**config.mk**
```make
export PLATFORM = sky130hd
export DESIGN_NAME = sdram_ahb_bridge_flat
export DESIGN_NICKNAME = d
export VERILOG_FILES = /design/src/rtl/sdram_ahb_bridge_if.sv /design/src/rtl/sdram_ahb_bridge.sv /design/src/flat_wrapper.sv
export SDC_FILE = /design/constraint.sdc
export NUM_CORES = 1
export LEC_CHECK = 0
export CAP_MARGIN = 20
export CORE_ASPECT_RATIO = 0.8
export CORE_MARGIN = 2
export CORE_UTILIZATION = 49
export DETAILED_ROUTE_END_ITERATION = 10
export PLACE_DENSITY = 0.86
export SLEW_MARGIN = 25
export SYNTH_ARGS = -nofsm -noshare
export SYNTH_HDL_FRONTEND = slang
export SYNTH_SLANG_ARGS = --single-unit
```
**constraint.sdc**
```tcl
create_clock -name clk -period 3.4 [get_ports clk]
set_input_delay 1.02 -clock clk [delete_from_list [all_inputs] [get_ports clk]]
set_output_delay 1.02 -clock clk [all_outputs]
set_load 0.02 [all_outputs]
```
**src/rtl/sdram_ahb_bridge_if.sv**
```systemverilog
// Bus bundle between the AHB-Lite fabric, the bridge and the SDRAM core.
// Slave modport is the bridge's view; master is the surrounding system.
interface sdram_ahb_bridge_if #(
  parameter int AW = 16,
  parameter int DW = 16
) ();
  localparam int WAW = AW - $clog2(DW / 8);

  logic              hsel;
  logic [AW-1:0]     haddr;
  logic [1:0]        htrans;
  logic              hwrite;
  logic [2:0]        hsize;
  logic [DW-1:0]     hwdata;
  logic              hready;
  logic              hreadyout;
  logic              hresp;
  logic [DW-1:0]     hrdata;

  logic              req_valid;
  logic              req_ready;
  logic              req_write;
  logic [WAW-1:0]    req_addr;
  logic [DW-1:0]     req_wdata;
  logic [DW/8-1:0]   req_be;
  logic              rsp_valid;
  logic [DW-1:0]     rsp_rdata;

  modport slave (
    input  hsel, haddr, htrans, hwrite, hsize,
    input  hwdata, hready,
    output hreadyout, hresp, hrdata,
    output req_valid, req_write, req_addr,
    output req_wdata, req_be,
    input  req_ready, rsp_valid, rsp_rdata
  );

  modport master (
    output hsel, haddr, htrans, hwrite, hsize,
    output hwdata, hready,
    input  hreadyout, hresp, hrdata,
    input  req_valid, req_write, req_addr,
    input  req_wdata, req_be,
    output req_ready, rsp_valid, rsp_rdata
  );
endinterface

```
**src/rtl/sdram_ahb_bridge.sv**
```systemverilog
// AHB-Lite slave front-end for the SDRAM core: posted writes through a
// one-entry buffer, stalled reads, one outstanding core request.
module sdram_ahb_bridge #(
  parameter int AW = 16,
  parameter int DW = 16
) (
  input logic clk,
  input logic rst_n,
  sdram_ahb_bridge_if.slave bus
);
  localparam int BW  = DW / 8;
  localparam int BL  = $clog2(BW);
  localparam int BLI = (BL == 0) ? 1 : BL;
  localparam int WAW = AW - BL;

  localparam logic [2:0] S_IDLE  = 3'd0;
  localparam logic [2:0] S_WDATA = 3'd1;
  localparam logic [2:0] S_WREQ  = 3'd2;
  localparam logic [2:0] S_RREQ  = 3'd3;
  localparam logic [2:0] S_RWAIT = 3'd4;
  localparam logic [2:0] S_RDONE = 3'd5;

  logic [2:0]     state, state_n;
  logic [AW-1:0]  cur_addr;
  logic           cur_write;
  logic [2:0]     cur_size;
  logic           pend, pend_n;
  logic [WAW-1:0] wb_addr;
  logic [DW-1:0]  wb_data;
  logic [BW-1:0]  wb_be;
  logic [DW-1:0]  rdata_q;

  logic accept, take, nxt_write, pend_now;

  function automatic logic [BW-1:0] be_of(
    input logic [2:0]    sz,
    input logic [AW-1:0] a
  );
    logic [BW-1:0] m;
    int n, off;
    m = '0;
    if (int'(sz) >= BL) begin
      m = '1;
    end else begin
      n   = 1 << sz;
      off = int'(a[BLI-1:0]) & ~(n - 1);
      for (int i = 0; i < BW; i++)
        m[i] = (i >= off) && (i < off + n);
    end
    return m;
  endfunction

  assign accept = bus.hsel & bus.htrans[1] & bus.hready;

  always_comb begin
    take = 1'b0;
    unique case (1'b1)
      state == S_IDLE,
      state == S_WDATA,
      state == S_RDONE: take = accept;
      state == S_WREQ:  take = accept & ~pend;
      default:          take = 1'b0;
    endcase
  end

  // A transfer latched in the handshake cycle itself steers the exit.
  assign nxt_write = take ? bus.hwrite : cur_write;
  assign pend_now  = pend | (state == S_WREQ && take);

  always_comb begin
    state_n = state;
    pend_n  = pend;
    case (state)
      S_IDLE, S_RDONE: begin
        if (take) state_n = nxt_write ? S_WDATA : S_RREQ;
        else      state_n = S_IDLE;
      end
      S_WDATA: begin
        if (take) pend_n = 1'b1;
        state_n = S_WREQ;
      end
      S_WREQ: begin
        if (take) pend_n = 1'b1;
        if (bus.req_ready) begin
          pend_n = 1'b0;
          if (pend_now) state_n = nxt_write ? S_WDATA : S_RREQ;
          else          state_n = S_IDLE;
        end
      end
      S_RREQ:  if (bus.req_ready) state_n = S_RWAIT;
      S_RWAIT: if (bus.rsp_valid) state_n = S_RDONE;
      default: state_n = S_IDLE;
    endcase
  end

  always_ff @(posedge clk) begin
    if (!rst_n) begin
      state     <= S_IDLE;
      cur_addr  <= '0;
      cur_write <= 1'b0;
      cur_size  <= '0;
      pend      <= 1'b0;
      wb_addr   <= '0;
      wb_data   <= '0;
      wb_be     <= '0;
      rdata_q   <= '0;
    end else begin
      state <= state_n;
      pend  <= pend_n;
      if (take) begin
        cur_addr  <= bus.haddr;
        cur_write <= bus.hwrite;
        cur_size  <= bus.hsize;
      end
      if (state == S_WDATA) begin
        wb_addr <= cur_addr[AW-1:BL];
        wb_data <= bus.hwdata;
        wb_be   <= be_of(cur_size, cur_addr);
      end
      if (state == S_RWAIT && bus.rsp_valid)
        rdata_q <= bus.rsp_rdata;
    end
  end

  always_comb begin
    bus.hreadyout = 1'b0;
    bus.req_valid = 1'b0;
    bus.req_write = 1'b0;
    bus.req_addr  = '0;
    bus.req_wdata = '0;
    bus.req_be    = '0;
    unique case (1'b1)
      state == S_IDLE,
      state == S_WDATA,
      state == S_RDONE: bus.hreadyout = 1'b1;
      state == S_WREQ: begin
        bus.hreadyout = ~pend;
        bus.req_valid = 1'b1;
        bus.req_write = 1'b1;
        bus.req_addr  = wb_addr;
        bus.req_wdata = wb_data;
        bus.req_be    = wb_be;
      end
      state == S_RREQ: begin
        bus.req_valid = 1'b1;
        bus.req_addr  = cur_addr[AW-1:BL];
        bus.req_be    = be_of(cur_size, cur_addr);
      end
      default: bus.hreadyout = 1'b0;
    endcase
  end

  assign bus.hresp  = 1'b0;
  assign bus.hrdata = rdata_q;

endmodule
```
**src/flat_wrapper.sv**
```systemverilog
// flat-port wrapper written by rule: the top's interface ports become plain ports
module sdram_ahb_bridge_flat 
#(
  parameter int AW = 16,
  parameter int DW = 16
)
  (clk, rst_n, bus_hsel, bus_haddr, bus_htrans, bus_hwrite, bus_hsize, bus_hwdata, bus_hready, bus_hreadyout, bus_hresp, bus_hrdata, bus_req_valid, bus_req_write, bus_req_addr, bus_req_wdata, bus_req_be, bus_req_ready, bus_rsp_valid, bus_rsp_rdata);
  sdram_ahb_bridge_if #(.AW(AW), .DW(DW)) bus_i ();
  input logic clk;
  input logic rst_n;
  input wire logic [$bits(bus_i.hsel)-1:0] bus_hsel;
  input wire logic [$bits(bus_i.haddr)-1:0] bus_haddr;
  input wire logic [$bits(bus_i.htrans)-1:0] bus_htrans;
  input wire logic [$bits(bus_i.hwrite)-1:0] bus_hwrite;
  input wire logic [$bits(bus_i.hsize)-1:0] bus_hsize;
  input wire logic [$bits(bus_i.hwdata)-1:0] bus_hwdata;
  input wire logic [$bits(bus_i.hready)-1:0] bus_hready;
  output wire logic [$bits(bus_i.hreadyout)-1:0] bus_hreadyout;
  output wire logic [$bits(bus_i.hresp)-1:0] bus_hresp;
  output wire logic [$bits(bus_i.hrdata)-1:0] bus_hrdata;
  output wire logic [$bits(bus_i.req_valid)-1:0] bus_req_valid;
  output wire logic [$bits(bus_i.req_write)-1:0] bus_req_write;
  output wire logic [$bits(bus_i.req_addr)-1:0] bus_req_addr;
  output wire logic [$bits(bus_i.req_wdata)-1:0] bus_req_wdata;
  output wire logic [$bits(bus_i.req_be)-1:0] bus_req_be;
  input wire logic [$bits(bus_i.req_ready)-1:0] bus_req_ready;
  input wire logic [$bits(bus_i.rsp_valid)-1:0] bus_rsp_valid;
  input wire logic [$bits(bus_i.rsp_rdata)-1:0] bus_rsp_rdata;
  assign bus_i.hsel = bus_hsel;
  assign bus_i.haddr = bus_haddr;
  assign bus_i.htrans = bus_htrans;
  assign bus_i.hwrite = bus_hwrite;
  assign bus_i.hsize = bus_hsize;
  assign bus_i.hwdata = bus_hwdata;
  assign bus_i.hready = bus_hready;
  assign bus_hreadyout = bus_i.hreadyout;
  assign bus_hresp = bus_i.hresp;
  assign bus_hrdata = bus_i.hrdata;
  assign bus_req_valid = bus_i.req_valid;
  assign bus_req_write = bus_i.req_write;
  assign bus_req_addr = bus_i.req_addr;
  assign bus_req_wdata = bus_i.req_wdata;
  assign bus_req_be = bus_i.req_be;
  assign bus_i.req_ready = bus_req_ready;
  assign bus_i.rsp_valid = bus_rsp_valid;
  assign bus_i.rsp_rdata = bus_rsp_rdata;
  sdram_ahb_bridge #(.AW(AW), .DW(DW)) u_core (.clk(clk), .rst_n(rst_n), .bus(bus_i));
endmodule
```
======== Yosys cells after proc, flatten, opt, wreduce, memory -nomap -nowiden ========
Cells that the tools add are included.
operators by class
  shift-type cells ........................ 1
  $lt $le $gt $ge ......................... 5
  muxes and demuxes ....................... 19
  add/sub/neg operators ................... 2
  eq/ne operators ......................... 8
  reductions and logical operators ........ 10
  bitwise operators ....................... 7
operators by type and width
  kind                   number
  $add 32x32->32         1
  $and 2x32->32          1
  $ge 1x32->1 const A    1
  $ge 2x32->1 const A    1
  $lt 1x32->1 const A    1
  $lt 2x32->1 const A    1
  $not 32->32            1
  $shl 1x3->32 const A   1
  $sub 32x2->32 const B  1
  $pmux 15 s2            1
  $mux 16                1
  $mux 3                 5
  $pmux 3 s5             1
  $eq 3x2->1 const B     2
  $eq 3x3->1 const B     2
  $ne 2x2->1 const B     3
  $pmux 1 s2             3
  $mux 1                 5
  $logic_and 1x1->1      4
  $mux 2                 2
  $pmux 2 s2             1
  $reduce_or 2->1        2
  $and 1x1->1            3
  $eq 3x1->1 const B     1
  7 further kinds        7
word-level totals
  word-level logic and storage cells ...... 61
  bits of input ports ..................... 60
  flip-flop bits (word level) ............. 73
  output and inout port bits .............. 53

======== Depth between registers and ports, before layout ========
  depth in word-level cells ............... 9
  gate-level depth with buffers ........... 7

======== Worst setup path after synthesis ========
OpenSTA, ideal clock, no wires.
  kind .................................... reg-to-output
  start ................................... register u_core.state[0]
  end ..................................... output port bus_req_be[1]
  buffers on the path ..................... 2
  slack ................................... 0.999 ns
  arrival ................................. 1.381 ns
  stages on the path, launching flop included .. 5
  cells stage by stage .................... dfxtp_1 buf_4 buf_2 nor2_1 a211oi_1
between the ends
  cells in the longest elaborated chain, start to end .. 2
  elaborated cells on any way between the ends .. 3
  those cells by class .................... 2 x eq/ne; 1 x mux
RTL lines
  element                               line                                              RTL
  start: declaration                    sdram_ahb_bridge.sv:23                            logic [2:0] state, state_n;
  start signal: assignment              sdram_ahb_bridge.sv:108                           state <= state_n;
  $eq 3x2->1, on equally long branches  sdram_ahb_bridge.sv:144, sdram_ahb_bridge.sv:136
  $pmux 2 s2 (*)                        sdram_ahb_bridge.sv:132                           unique case (1'b1)
  end: declaration                      flat_wrapper.sv:25                                output wire logic [$bits(bus_i.req_be)-1:0] bus_req_be;
Mark *: on every way between the ends. The rest lies on a longest branch, timed or not.

======== Worst setup path after layout ========
  start ................................... register u_core.state[2]
  end ..................................... output port bus_req_wdata[11]
between the ends
  cells in the longest elaborated chain, start to end .. 2
RTL lines
  element           line                     RTL
  $eq 3x2->1        sdram_ahb_bridge.sv:136  state == S_WREQ: begin
  $mux 16           sdram_ahb_bridge.sv:132
  end: declaration  flat_wrapper.sv:24       output wire logic [$bits(bus_i.req_wdata)-1:0] bus_req_wdata;
No other way between the ends.

==> results <==
- The final setup TNS is 0 ns.
- After detailed routing, the met2 layer carries approximately 3700 um of wire.
- The synthesized area per cell is about 8.7 um2.
- The largest voltage drop on the vdd net is roughly 0.00025 V.
- The worst slack at placement is approximately 0.48 ns.
- Setup slack on the critical path of the routed design comes to around 0.23 ns.
- The signal on the critical path passes through nand2b_1 > inv_1 > and3_1 > clkdlybuf4s50_1.
- On the worst path, the slowest cell contributes a delay of just over 0.6 ns.
- Net switching is 21.3% of the power.
- The final HPWL from detailed placement is between 5000 and 6000 um.
- Counting flops and latches in the post-synthesis netlist gives 73.
- The number of warning messages in the yosys log is 0.
- Power spread over the standard cell area amounts to 399 mW/mm2.
- The via count of the first global-routing pass is 2851.
- The setup check on the worst reg-to-reg path leaves a slack of roughly 1.3 ns.
- For this design the top-level I/O count stands at around 110.
- The worst register-to-register path has a depth of 6.
- The path category of the worst min-delay check is flip-flop to flip-flop.
- From bottom edge to top edge, the die measures approximately 77 um.
- The relative contribution of sequential cells to total power is 48.1%.
- The H-tree level count is 3.
- Summing the areas of all compound-gate instances in the mapped netlist gives 14.5% of the synthesized area.
- In the routed design, unresolved DRC markers number 0.
- The post-CTS setup buffer count is 0.
- Dividing the final minimum period by the clock period gives between 90% and 100%.
- The hold violation count in the final report is 0.
- The startpoint identified for the worst register-to-register timing path is u_core.state[0].
- The clock-pin slew on the worst setup and hold paths is 0.07 ns.
- For this design, the slowest cell found on the critical path is sky130_fd_sc_hd__clkdlybuf4s50_1.
- Fill cells in the final layout number ~500.
- The number of vias after detailed routing is between 2k and 3k.
- The critical setup path kind is flip-flop to output port.
- For the worst setup path, the data required time is 2.38 ns.
- The routed metal-1 wirelength is approximately 3400 um.
- Summed over its instances, the top area cell type makes up 44.6% of the synthesized netlist area.
- The run finished with clean final reports.
- The tightest slew margin relative to the limit is 40.4%.
- Routability-driven placement finished with a final weighted congestion of roughly 0.77.
- The overall track demand over capacity in global routing is roughly 23%.
- Across the routed clock network, the largest skew measured is 0.00972 ns.
- The clock sink total is 73.
- In this run the remaining antenna-violating nets after routing total 0.
- The endpoint of the lowest-slack register-to-register path is u_core.wb_data[2].
- The share of the synthesized netlist area taken by xor and xnor gates is less than 1%.
- Summing all non-filler instances in the final layout gives an area of 0.00459 mm2.
- Synthesis produced 377 cells.
- The maximum buffer depth of the clock tree is 2.
- By area, the combinational part of the netlist is dominated by simple AND/OR/NAND/NOR gates.
- The type of element capturing the critical path is an output port.
- The synthesized netlist devotes 0% of its cell area to adder and majority cells.
- The wire length reported by the detailed router is between 7000 and 8000 um.
- On the final layout, the worst hold slack is about 0.45 ns.
- The average routed wire per standard cell is between 10 and 15 um.
- By area the synthesized netlist is led by sky130_fd_sc_hd__dfxtp_1, sky130_fd_sc_hd__nand2_1, sky130_fd_sc_hd__mux2i_1.
- The buffers plus inverters on the worst setup path is 2.
- Data arrives at the worst endpoint at approximately 2.2 ns.
- The setup violation total in the final timing report is 0.
- The net count after synthesis is between 400 and 500.
- The total length of routed met3 wires is 798 um.
- The starting density of the core is 50.9%.
- The residual overflow from global routing is 0.
- The first global-routing pass estimated about 13000 um of wire.
- The family with the most delay on the worst path is buffers and inverters.
- The insertion delay to the later sink of the worst-skew pair is between 0.3 and 0.4 ns.
- The repair_antennas step left the layout with diodes totalling 0.
- After detailed routing, the number of vias per cell comes to roughly 5.1.
- Entering global routing, the biggest net connects 43 pins.
- The synthesized netlist devotes 24.0% of its cell area to simple gates.
- The type of element launching the critical path is a flip-flop.
- The most frequently used cell type in the post-synthesis netlist is sky130_fd_sc_hd__nand2_1.
- In the final layout, the multi-input gates occupy 0.00163 mm2.
- The share of total power dissipated in the clock network is between 40% and 50%.
- The count of routing violations after the opening detailed-route iteration is roughly 120.
- For the pin with the worst max-slew slack, the measured transition is a little under 0.9 ns.
- The net switching component of the power is 0.000392 W.
- Max-cap violations in this run came to 0.
- Of the post-synthesis cell area, the part taken by muxes is a little over a tenth.
- After detailed routing, no signal wire sits above met4.
- The combinational power share is slightly above 9%.
- The beginning of the worst hold path is u_core.wb_data[9].
- The most critical setup path has its startpoint at u_core.state[2].
- The initial antenna violation count is 0.
- The die is about 95 um wide.
- The count of buffers inserted at the top-level ports is 110.
- Derived from the worst setup path, the maximum achievable clock frequency is 315 MHz.
- The path with the worst hold slack has its endpoint at u_core.wb_data[9].
- The maximum net fanout on the critical path is 18.
- Summed over all instances, the cell type with the most area after synthesis is sky130_fd_sc_hd__dfxtp_1.
- The number of stages on the worst hold path is 2.
- The final critical path time including I/O delays and setup is 3.17 ns.
- TritonCTS created 9 clock buffers.
- The sequential cell area is between 0.001 and 0.0015 mm2.
- Of the synthesized area, sequential elements account for 44.6%.
- In the synthesized netlist, the cells that appear most often are sky130_fd_sc_hd__nand2_1, sky130_fd_sc_hd__dfxtp_1, sky130_fd_sc_hd__a21boi_1.
- The synthesized design contains 0 enable-type register cells.
- The synthesized netlist contains 38 unique library cells.
- Setup repair after global routing left no endpoint under its margin.
- The total count of max-transition violations in the final report came to 0.
- The core footprint is 0.00644 mm2.
- The internal portion of the total power is between 0.001 and 0.0015 W.
- After detailed placement, the total cell area comes to approximately 0.0044 mm2.
- From synthesis to final layout, the design area changed by 40.1%.
- TritonCTS built the clock tree.
- After synthesis, the share of flip-flops with an asynchronous set or reset is 0%.
- The tree is rooted in a sky130_fd_sc_hd__clkbuf_8.
- Once layout is complete, the cells apart from fillers number 563.
- The logic depth of the worst path, buffers included is 4.
- The mapped netlist covers 0.00328 mm2.
- For this run, the leading register cell type out of synthesis is sky130_fd_sc_hd__dfxtp_1.
- The die covers 0.00736 mm2.
- The number of cells after detailed placement is approximately 550.
- Cells with a size suffix above 1 make up about 5.8% of the layout.
- The final layout contains approximately 530 nets.
- The row count is 26.
- For this run, the detailed router's first-pass iteration total came to 4.
- In this run the static leakage power is approximately 1.8 nW.
state kept, by name, indices dropped and copies added (netlist names):
signal             count
u_core.cur_size        3
u_core.state           3
u_core.cur_addr       16
u_core.wb_be           2
u_core.pend            1
u_core.wb_addr        15
u_core.bus.hrdata     16
u_core.cur_write       1
u_core.wb_data        16
cell usage in the layout (no fill, tap or decap), types with 2 or more instances in the layout:
| cell type | n |
|---|---|
| sky130_fd_sc_hd__a211o_1 | 2 |
| sky130_fd_sc_hd__a21boi_1 | 41 |
| sky130_fd_sc_hd__clkdlybuf4s50_1 | 109 |
| sky130_fd_sc_hd__and3_1 | 16 |
| sky130_fd_sc_hd__mux2i_1 | 35 |
| sky130_fd_sc_hd__nor2b_1 | 22 |
| sky130_fd_sc_hd__a21boi_0 | 6 |
| sky130_fd_sc_hd__a211oi_1 | 3 |
| sky130_fd_sc_hd__dfxtp_1 | 72 |
| sky130_fd_sc_hd__nand2_1 | 100 |
| sky130_fd_sc_hd__buf_4 | 6 |
| sky130_fd_sc_hd__bufinv_16 | 2 |
| sky130_fd_sc_hd__o211a_1 | 3 |
| sky130_fd_sc_hd__o21ai_0 | 2 |
| sky130_fd_sc_hd__nor2_1 | 19 |
| sky130_fd_sc_hd__and2_1 | 2 |
| sky130_fd_sc_hd__inv_1 | 3 |
| sky130_fd_sc_hd__nand2b_1 | 2 |
| sky130_fd_sc_hd__clkbuf_8 | 12 |
what timing repair did:
item,4_1_cts,5_1_grt
hold buffers,0,0
setup endpoints to repair,0,7
gates resized for setup,0,1
endpoints found under the hold margin,0,0
worst max-delay path by stage:
stage	endpoint	slack, ns
6_report	bus_req_wdata[11]	0.23
5_1_grt	bus_req_wdata[11]	0.11
4_1_cts	bus_req_wdata[11]	0.09
3_5_place_dp	bus_req_wdata[11]	0.48
3_3_place_gp	bus_req_wdata[11]	0.54
2_1_floorplan	bus_req_be[1]	1.0
per-layer routing:
metal	global-route usage [%]	up-vias
met5	0	-
met4	5.71	0
met3	9.33	10
met2	36.9	95
met1	27.6	1297
li1	-	1443
through the flow:
stage          power (W)  utilization (%)
2_1_floorplan   0.000982                -
3_3_place_gp     0.00106             67.6
3_5_place_dp     0.00107             67.6
4_1_cts          0.00185             71.3
5_1_grt          0.00190             71.3
6_report         0.00183             71.3
cells by family (layout without fill, tap and decap cells):
logic type                Yosys count  count (layout)
buffers and inverters              34             136
other                               1               1
muxes                              35              35
AOI/OAI and AO/OA                  63              63
DFF                                73              73
xor gates and xnor gates            1               1
and+or+nand+nor                   170             170
layout make-up:
class / count / share of cell area (%)
inverters: 4 / 0.381
repair buffers: 116 / 24.8
well taps: 84 / 2.29
multi-input cells: 270 / 35.4
clock inverters: 4 / 1.61
clock buffers: 12 / 3.60
flip-flops and latches: 73 / 31.8
power groups by stage:
stage               Clock (W)  Sequential [W]  Combinational, W
finish               0.000786        0.000882          0.000167
global route         0.000833        0.000885          0.000180
CTS                  0.000799        0.000882          0.000168
detailed placement          0        0.000902          0.000166
global placement            0        0.000901          0.000163
floorplan                   0        0.000898         0.0000845
worst register-to-register path: cells and delay by family (launching register included):
kind                   cells  cell delay [ns]
buffers and inverters      3             0.72
AOI/OAI and AO/OA          1             0.12
DFF                        1             0.34
and+or+nand+nor            2             0.84
(Power assumes the default switching activity.)
